File: src/rtl/mem_arbiter_pkg.sv
// Shared types and constants for the two-port memory arbiter.
// Holds bus width, rw command encodings and the FSM state enum.
package mem_arbiter_pkg;

  localparam int COMMON_WIDTH = 32;

  localparam logic [1:0] RW_NONE  = 2'd0;
  localparam logic [1:0] RW_READ  = 2'd1;
  localparam logic [1:0] RW_WRITE = 2'd2;

  typedef enum logic [1:0] {
    S_IDLE   = 2'd0,
    S_ACTIVE = 2'd1,
    S_DONE   = 2'd2
  } state_e;

  // rw = 3 is reserved and never counts as a request.
  function automatic logic rw_valid(input logic [1:0] rw);
    return (rw == RW_READ) || (rw == RW_WRITE);
  endfunction

endpackage

File: src/rtl/mem_arbiter_if.sv
// Bundle of requester-side and memory-side signals of the arbiter.
// Ports: rq_rw/addr/wdata/mask in, rq_busy/done/rdata/err out,
//        mem_rw/addr/wdata/mask out, mem_ready/mem_rdata in.
interface mem_arbiter_if;
  import mem_arbiter_pkg::*;

  logic [1:0][1:0]              rq_rw;
  logic [1:0][COMMON_WIDTH-1:0] rq_addr;
  logic [1:0][COMMON_WIDTH-1:0] rq_wdata;
  logic [1:0][3:0]              rq_mask;
  logic [1:0]                   rq_busy;
  logic [1:0]                   rq_done;
  logic [COMMON_WIDTH-1:0]      rq_rdata;
  logic                         rq_err;

  logic [1:0]                   mem_rw;
  logic [COMMON_WIDTH-1:0]      mem_addr;
  logic [COMMON_WIDTH-1:0]      mem_wdata;
  logic [3:0]                   mem_mask;
  logic                         mem_ready;
  logic [COMMON_WIDTH-1:0]      mem_rdata;

  modport slave (
    input  rq_rw, rq_addr, rq_wdata, rq_mask,
    output rq_busy, rq_done, rq_rdata, rq_err,
    output mem_rw, mem_addr, mem_wdata, mem_mask,
    input  mem_ready, mem_rdata
  );

  modport master (
    output rq_rw, rq_addr, rq_wdata, rq_mask,
    input  rq_busy, rq_done, rq_rdata, rq_err,
    input  mem_rw, mem_addr, mem_wdata, mem_mask,
    output mem_ready, mem_rdata
  );

endinterface

File: src/rtl/mem_arbiter_rr_arb2.sv
// Two-way round-robin grant with a last-grant register.
// Ports: req_i pending mask, en_i commit grant, vld_o any grant, idx_o winner.
module rr_arb2 (
  input  logic       clk,
  input  logic       rst,
  input  logic [1:0] req_i,
  input  logic       en_i,
  output logic       vld_o,
  output logic       idx_o
);

  logic last_q;
  logic last_d;

  // Contention goes to the port not granted last; otherwise the sole requester.
  always_comb begin
    vld_o = |req_i;
    idx_o = (req_i == 2'b11) ? ~last_q : req_i[1];
    last_d = last_q;
    if (en_i && vld_o) begin
      last_d = idx_o;
    end
  end

  // Reset to port 1 so port 0 wins the first contention.
  always_ff @(posedge clk or posedge rst) begin
    if (rst) begin
      last_q <= 1'b1;
    end else begin
      last_q <= last_d;
    end
  end

endmodule

File: src/rtl/mem_arbiter.sv
// Two-port (data/instruction) arbiter onto one memory command bus.
// Ports: clk, rst (async high), bus (slave view of mem_arbiter_if).
module mem_arbiter
  import mem_arbiter_pkg::*;
#(
  parameter int TIMEOUT = 64
) (
  input  logic          clk,
  input  logic          rst,
  mem_arbiter_if.slave  bus
);

  localparam int CW = $clog2(TIMEOUT + 2);
  localparam logic [CW-1:0] TO_CNT = CW'(TIMEOUT);

  state_e                  state_q, state_d;
  logic                    idx_q, idx_d;
  logic [1:0]              rw_q, rw_d;
  logic [COMMON_WIDTH-1:0] addr_q, addr_d;
  logic [COMMON_WIDTH-1:0] wdata_q, wdata_d;
  logic [3:0]              mask_q, mask_d;
  logic [CW-1:0]           cnt_q, cnt_d;
  logic [COMMON_WIDTH-1:0] rdata_q, rdata_d;
  logic                    err_q, err_d;

  logic [1:0] pend;
  logic       gnt_vld;
  logic       gnt_idx;

  assign pend[0] = rw_valid(bus.rq_rw[0]);
  assign pend[1] = rw_valid(bus.rq_rw[1]);

  rr_arb2 u_arb (
    .clk   (clk),
    .rst   (rst),
    .req_i (pend),
    .en_i  (state_q == S_IDLE),
    .vld_o (gnt_vld),
    .idx_o (gnt_idx)
  );

  always_comb begin
    state_d = state_q;
    idx_d   = idx_q;
    rw_d    = rw_q;
    addr_d  = addr_q;
    wdata_d = wdata_q;
    mask_d  = mask_q;
    cnt_d   = cnt_q;
    rdata_d = rdata_q;
    err_d   = err_q;
    unique case (state_q)
      S_IDLE: begin
        if (gnt_vld) begin
          state_d = S_ACTIVE;
          idx_d   = gnt_idx;
          rw_d    = bus.rq_rw[gnt_idx];
          addr_d  = bus.rq_addr[gnt_idx];
          wdata_d = bus.rq_wdata[gnt_idx];
          mask_d  = bus.rq_mask[gnt_idx];
          cnt_d   = '0;
          err_d   = 1'b0;
        end
      end
      S_ACTIVE: begin
        cnt_d = cnt_q + 1'b1;
        // mem_ready wins over a timeout hit in the same cycle.
        if (bus.mem_ready) begin
          state_d = S_DONE;
          err_d   = 1'b0;
          if (rw_q == RW_READ) begin
            rdata_d = bus.mem_rdata;
          end
        end else if (cnt_q == TO_CNT) begin
          state_d = S_DONE;
          err_d   = 1'b1;
          rdata_d = '0;
        end
      end
      S_DONE: begin
        state_d = S_IDLE;
      end
      default: begin
        state_d = S_IDLE;
      end
    endcase
  end

  always_ff @(posedge clk or posedge rst) begin
    if (rst) begin
      state_q <= S_IDLE;
      idx_q   <= 1'b0;
      rw_q    <= RW_NONE;
      addr_q  <= '0;
      wdata_q <= '0;
      mask_q  <= '0;
      cnt_q   <= '0;
      rdata_q <= '0;
      err_q   <= 1'b0;
    end else begin
      state_q <= state_d;
      idx_q   <= idx_d;
      rw_q    <= rw_d;
      addr_q  <= addr_d;
      wdata_q <= wdata_d;
      mask_q  <= mask_d;
      cnt_q   <= cnt_d;
      rdata_q <= rdata_d;
      err_q   <= err_d;
    end
  end

  assign bus.mem_rw    = (state_q == S_ACTIVE) ? rw_q : RW_NONE;
  assign bus.mem_addr  = addr_q;
  assign bus.mem_wdata = wdata_q;
  assign bus.mem_mask  = mask_q;

  assign bus.rq_busy  = (state_q != S_IDLE) ? (2'b01 << idx_q) : 2'b00;
  assign bus.rq_done  = (state_q == S_DONE) ? (2'b01 << idx_q) : 2'b00;
  assign bus.rq_err   = (state_q == S_DONE) && err_q;
  assign bus.rq_rdata = rdata_q;

endmodule

File: src/flat_wrapper.sv
// flat-port wrapper written by rule: the top's interface ports become plain ports
module mem_arbiter_flat import mem_arbiter_pkg::*;
#(
  parameter int TIMEOUT = 64
)
  (clk, rst, bus_rq_rw, bus_rq_addr, bus_rq_wdata, bus_rq_mask, bus_rq_busy, bus_rq_done, bus_rq_rdata, bus_rq_err, bus_mem_rw, bus_mem_addr, bus_mem_wdata, bus_mem_mask, bus_mem_ready, bus_mem_rdata);
  mem_arbiter_if bus_i ();
  input  logic clk;
  input  logic rst;
  input wire logic [$bits(bus_i.rq_rw)-1:0] bus_rq_rw;
  input wire logic [$bits(bus_i.rq_addr)-1:0] bus_rq_addr;
  input wire logic [$bits(bus_i.rq_wdata)-1:0] bus_rq_wdata;
  input wire logic [$bits(bus_i.rq_mask)-1:0] bus_rq_mask;
  output wire logic [$bits(bus_i.rq_busy)-1:0] bus_rq_busy;
  output wire logic [$bits(bus_i.rq_done)-1:0] bus_rq_done;
  output wire logic [$bits(bus_i.rq_rdata)-1:0] bus_rq_rdata;
  output wire logic [$bits(bus_i.rq_err)-1:0] bus_rq_err;
  output wire logic [$bits(bus_i.mem_rw)-1:0] bus_mem_rw;
  output wire logic [$bits(bus_i.mem_addr)-1:0] bus_mem_addr;
  output wire logic [$bits(bus_i.mem_wdata)-1:0] bus_mem_wdata;
  output wire logic [$bits(bus_i.mem_mask)-1:0] bus_mem_mask;
  input wire logic [$bits(bus_i.mem_ready)-1:0] bus_mem_ready;
  input wire logic [$bits(bus_i.mem_rdata)-1:0] bus_mem_rdata;
  assign bus_i.rq_rw = bus_rq_rw;
  assign bus_i.rq_addr = bus_rq_addr;
  assign bus_i.rq_wdata = bus_rq_wdata;
  assign bus_i.rq_mask = bus_rq_mask;
  assign bus_rq_busy = bus_i.rq_busy;
  assign bus_rq_done = bus_i.rq_done;
  assign bus_rq_rdata = bus_i.rq_rdata;
  assign bus_rq_err = bus_i.rq_err;
  assign bus_mem_rw = bus_i.mem_rw;
  assign bus_mem_addr = bus_i.mem_addr;
  assign bus_mem_wdata = bus_i.mem_wdata;
  assign bus_mem_mask = bus_i.mem_mask;
  assign bus_i.mem_ready = bus_mem_ready;
  assign bus_i.mem_rdata = bus_mem_rdata;
  mem_arbiter #(.TIMEOUT(TIMEOUT)) u_core (.clk(clk), .rst(rst), .bus(bus_i));
endmodule
File: config.mk
export PLATFORM = sky130hd
export DESIGN_NAME = mem_arbiter_flat
export DESIGN_NICKNAME = d
export VERILOG_FILES = /design/src/rtl/mem_arbiter_pkg.sv /design/src/rtl/mem_arbiter_if.sv /design/src/rtl/mem_arbiter_rr_arb2.sv /design/src/rtl/mem_arbiter.sv /design/src/flat_wrapper.sv
export SDC_FILE = /design/constraint.sdc
export NUM_CORES = 1
export LEC_CHECK = 0
export CAP_MARGIN = 20
export CORE_ASPECT_RATIO = 1.5
export CORE_UTILIZATION = 30
export CTS_CLUSTER_DIAMETER = 50
export CTS_CLUSTER_SIZE = 25
export DETAILED_ROUTE_END_ITERATION = 10
export PLACE_DENSITY_LB_ADDON = 0.25
export REMOVE_ABC_BUFFERS = 1
export SLEW_MARGIN = 20
export SYNTH_ARGS = -nofsm -noshare
export SYNTH_HDL_FRONTEND = slang
export SYNTH_SLANG_ARGS = --single-unit
File: constraint.sdc
create_clock -name clk -period 11.26 [get_ports clk]
set_clock_uncertainty 0.15 [all_clocks]
set_input_delay 2.252 -clock clk [delete_from_list [all_inputs] [get_ports clk]]
set_output_delay 2.252 -clock clk [all_outputs]
set_load 0.05 [all_outputs]
* After elaboration in Yosys (flattened, before gate mapping)
Index checks and enable logic that the tools add are counted.
Storage, ports and cells: register bits 114, logic and storage cells 65, output and inout bits 107, input bits 175
Cells by class: order comparisons 1, reduce and logical (&&, ||, !) cells 14, $add $sub $neg 1, multiplexer cells 25, equality and inequality tests 12, bitwise gates (word level) 1, shift-type cells 1
Operator list (number):
- 32-bit 2-to-1 mux | 7
- 2-bit 2-to-1 mux | 8
- 7-bit one-hot mux with 2 select lines | 1
- 2-bit by 1-bit equality test with 1-bit output (second input constant) | 4
- 2-bit equality test (second input constant) | 4
- 4-bit 2-to-1 mux | 2
- 7-bit by 1-bit adder with 7-bit output (second input constant) | 1
- 7-bit equality test (second input constant) | 1
- 7-bit 2-to-1 mux | 1
- 2-bit AND reduction | 3
- 3-bit AND reduction | 2
- 2-bit nonzero test | 3
- 1-bit 2-to-1 mux | 4
- 2-bit by 1-bit inequality test with 1-bit output (second input constant) | 2
- 2-bit one-hot mux with 2 select lines | 1
- 3-bit by 2-bit inequality test with 1-bit output (second input constant) | 1
- 1-bit logical AND | 2
- 2-bit zero test | 1
- 1-bit logical OR | 2
- 1-bit by 2-bit < comparator with 1-bit output (second input constant) | 1
- 1-bit one-hot mux with 2 select lines | 1
- 2-bit OR reduction | 1
- 1-bit by 1-bit << shifter with 2-bit output (first input constant) | 1
- 1-bit inverter | 1

* Logic depth before layout (Yosys ltp)
depth after elaboration 6, depth in mapped cells 6, gate-level depth less buffers 5

* Cells and area by module
A second synthesis with hierarchy kept.
Unflattened totals: cells, all modules 522, area, all modules 5330.1 um2
By module, submodules not included:
- mem_arbiter | cells each 516, times used 1, area an instance 5275.1 um2, seq. area each 2827.7 um2
- rr_arb2 | cells each 6, times used 1, area an instance 55.1 um2, seq. area each 26.3 um2

* Worst setup path before layout
Ideal clock, no wire load.
path type register -> output, start register u_core.state_q[1], end output port bus_rq_done[0], path buffers 0, required time 8858 ps, arrival time 1596 ps, setup slack 7262 ps, cell stages (with the launch flop) 3, cells stage by stage dfrtp_1 > inv_1 > nor3_1
Between the ends: longest elaborated chain between the ends 2
RTL lines:
- from (decl) | RTL line mem_arbiter.sv:16 | state_e state_q, state_d;
- from (signal assigned) | RTL line mem_arbiter.sv:101 | state_q <= state_d;
- 2-bit equality test | RTL line mem_arbiter.sv:119 | assign bus.rq_done = (state_q == S_DONE) ? (2'b01 << idx_q) : 2'b00;
- 2-bit 2-to-1 mux | RTL line mem_arbiter.sv:119
- to (decl) | RTL line flat_wrapper.sv:15 | output wire logic [$bits(bus_i.rq_done)-1:0] bus_rq_done;
Every way passes these cells.

* Worst setup path after layout
start input port bus_rq_rw[0], end register u_core.addr_q[26] (netlist: u_core.bus.mem_addr[26])
Between the ends: longest elaborated chain between the ends 6, elaborated cells between the ends (all ways) 9, classes of those cells eq/ne (3); mux (3); reduce/logical (3)
RTL lines:
- from (decl) | RTL line flat_wrapper.sv:10 | input wire logic [$bits(bus_i.rq_rw)-1:0] bus_rq_rw;
- 2-bit by 1-bit equality test with 1-bit output or 2-bit equality test (tied branches) | RTL line mem_arbiter_pkg.sv:19 | return (rw == RW_READ) || (rw == RW_WRITE);
- 1-bit logical OR * | RTL line mem_arbiter_pkg.sv:19
- 2-bit equality test | RTL line mem_arbiter_rr_arb2.sv:18 | idx_o = (req_i == 2'b11) ? ~last_q : req_i[1];
- 1-bit 2-to-1 mux | RTL line mem_arbiter_rr_arb2.sv:18
- 32-bit 2-to-1 mux (not written as such) (2 in series) | RTL line mem_arbiter.sv:58 | addr_d = bus.rq_addr[gnt_idx];
- to (signal assigned) | RTL line mem_arbiter.sv:104 | addr_q <= addr_d;
- to (decl) | RTL line mem_arbiter.sv:19 | logic [COMMON_WIDTH-1:0] addr_q, addr_d;
Every way passes the cells marked *; elsewhere a longest branch is shown, timed or not. The select of a mux whose other input is x is not followed. A chain may end at the register's enable or synchronous reset.

==> qor.yml <==
synth.avg_cell_area_sq_um: 9.06
grt_pass1_vias: 5344
reg2reg_depth: 5
rsz0062_at_grt: "no"
synth.area.top_cells: "dfrtp_1 (54%), a21oi_1 (14%), nand2_1 (6.4%)"
dp.cells: 1030
post_cts_buffers: 0
htree_levels: 4
grt_pass1_wl_mm: 27.4
async_flop_share_pct: 100
diodes: 0
drtPass1Iterations: 6
nets: 1016
critPathTopFamily: "compound AO/OA/AOI/OAI gates"
path_depth: 6
cp_max_fo: 39
nFillCells: 1574
final_common_cell: "clkdlybuf4s50_1"
path_clk_slew_ns: 0.06
p_leak_nw: 3.62
core_area_sq_um: 16800
overflow: 0
cts.path.max_buffers: 2
hpwl_mm: 11.8
row_count: 58
ioPinCount: 282
place.gp.congestion: 0.772
cp_common_cell: "a21oi_1"
critPathCaptureType: "flop"
final_cell_mix: "clkdlybuf4s50_1 (281), a21oi_1 (144), dfrtp_1 (113)"
vias: 5242
maxSlewViolCount: 0
period_needed_ns: 4.48
required_ns: 11.44
cp_slowest_stage_delay_ns: 0.75
yosysTopAreaCellShare_pct: 54.4
synth_cells: 574
status: "complete, no violations"
crit_type: "in2reg"
die_x_um: 110
detail-route-antenna-nets: 0
area_growth_pct: 68.6
gr-usage-all-layers_pct: 20.0
crit_buf_inv: 2
drt_iter0_drc: 220
hp-class: "reg2reg"
layout-drive-gt1-share_pct: 5.75
fin_tns_setup_ns: 0
utilization_pct: 52.1
clk_latency_ns: 0.41
yosysWarnings: 0
ys_types: 34
start_kind: "input pin"
p_per_area_nw_per_um2: 317
vias_per_cell: 4.94
drv_cap: 0
dpl_cell_area_sq_um: 8170
drcViolationCount: 0
numCtsBuffers: 17
crit_slowest_cell: "a21oi_4"
cts_tree: "built"
syn_area_sq_um: 5200
grt_antenna_before_repair: 0
yosys.area.top_type: "dfrtp_1"
wl_per_cell_um: 16.5
cts_resized: 0
port_buffers: 281
synth-seq-cells: 114
setup_violations: 0
crit_chain: "clkdlybuf4s50_1 > xor2_1 > a21oi_4 > buf_4 > a21oi_1 > a21oi_1"
grt_max_degree: 75
synth_top_flop_cell: "dfrtp_1"
die_h_um: 163
yosysSeqAreaShare_pct: 54.9
relSlewSlack_pct: 39.7
wirelength_mm: 17.5
critPathArrivalTime_ns: 4.66
finalPower_mw: 2.78
cts-root-buf: "clkbuf_16"
timing_worst_slew_pin_value_ns: 0.902
die_area_sq_um: 17900
cts_hold_buf: 0
holdPathStages: 2
period_share_pct: 39.8
finalInstanceArea_sq_um: 8770
clock.fmax_mhz: 223
ir_drop_mv: 0.185
final_cells: 1062
hold_viol_final: 0
start_util_pct: 30.9
synth-edff-count: 0
cts.sinks: 114
[state kept, by name, summed over array words and instances, names as in the netlist]
name                  flops
u_core.bus.mem_mask       4
u_core.idx_q              1
u_core.state_q            2
u_core.cnt_q              7
u_core.bus.rq_rdata      32
u_core.bus.mem_addr      32
u_core.err_q              1
u_core.bus.mem_wdata     32
u_core.rw_q               2
u_core.u_arb.last_q       1
[layer usage]
layer	wire length, um	global-route usage (%)	up-vias	part of all wire (%)
met5	0	0	-	0
met4	421	7.45	0	2.4
met3	1350	6.30	31	7.7
met2	8930	34.8	214	51
met1	6800	22.5	2476	39
li1	-	-	2521	-
[layout make-up]
class / count / area [sq um] / share of cell area (%)
Clock inverter: 9 / 103 / 1.17
Inverter: 6 / 25.0 / 0.285
Tap cell: 210 / 263 / 3.00
Multi-Input combinational cell: 412 / 2160 / 24.7
Clock buffer: 23 / 498 / 5.68
Timing Repair Buffer: 288 / 2870 / 32.7
Sequential cell: 114 / 2850 / 32.5
[logic make-up after synthesis]
group	after synthesis	share of synthesized area, %
adders and majority gates	2	0.481
and+or+nand+nor	209	17.5
DFF	114	54.9
buffers and inverters	48	4.21
AOI/OAI and AO/OA	198	22.4
xor gates and xnor gates	3	0.505
[stage by stage]
step	hold WS (ns)	worst slack, ns
CTS	0.363	6.77
floorplan	0.322	5.84
detailed placement	0.355	6.37
finish	0.360	6.78
global route	0.384	6.65
global placement	0.349	6.40
[worst min-delay path, delay by kind of cell, from the launching register on]
family          cells  cell delay [ns]
simple gates        1             0.06
compound gates      1             0.05
flops               1             0.39
[report_power, final]
part	switching, mW	internal, mW	leakage (nW)	total (mW)
clock	0.189	0.353	0.291	0.542
combinational	1.01	0.514	2.07	1.53
sequential	0.115	0.593	1.26	0.708
[synth_stat cells, drive strengths merged, types with 2 or more instances]
| cell type | n |
|---|---|
| nor2b | 2 |
| nand2 | 89 |
| xnor2 | 2 |
| a221o | 25 |
| o21ai | 12 |
| dfrtp | 113 |
| a22o | 2 |
| clkbuf | 26 |
| nand2b | 4 |
| o31ai | 3 |
| ha | 2 |
| a21oi | 146 |
| inv | 6 |
| nor2 | 75 |
| o21a | 4 |
| buf | 16 |
| a21boi | 2 |
| nor3 | 3 |
| and3 | 33 |
[final timing paths]
path,from,to,slack [ns]
worst max register to register,u_core.state_q[0],u_core.bus.mem_addr[20],8.76
worst min register to register,u_core.u_arb.last_q,u_core.u_arb.last_q,0.36
worst max-delay path,bus_rq_rw[0],u_core.bus.mem_addr[26],6.78
min in group asynchronous,rst,u_core.bus.mem_addr[12],2.22
max in group asynchronous,rst,u_core.bus.mem_wdata[14],7.58
worst min-delay path,u_core.u_arb.last_q,u_core.u_arb.last_q,0.36
No activity file was read; power rests on OpenSTA's default activity.
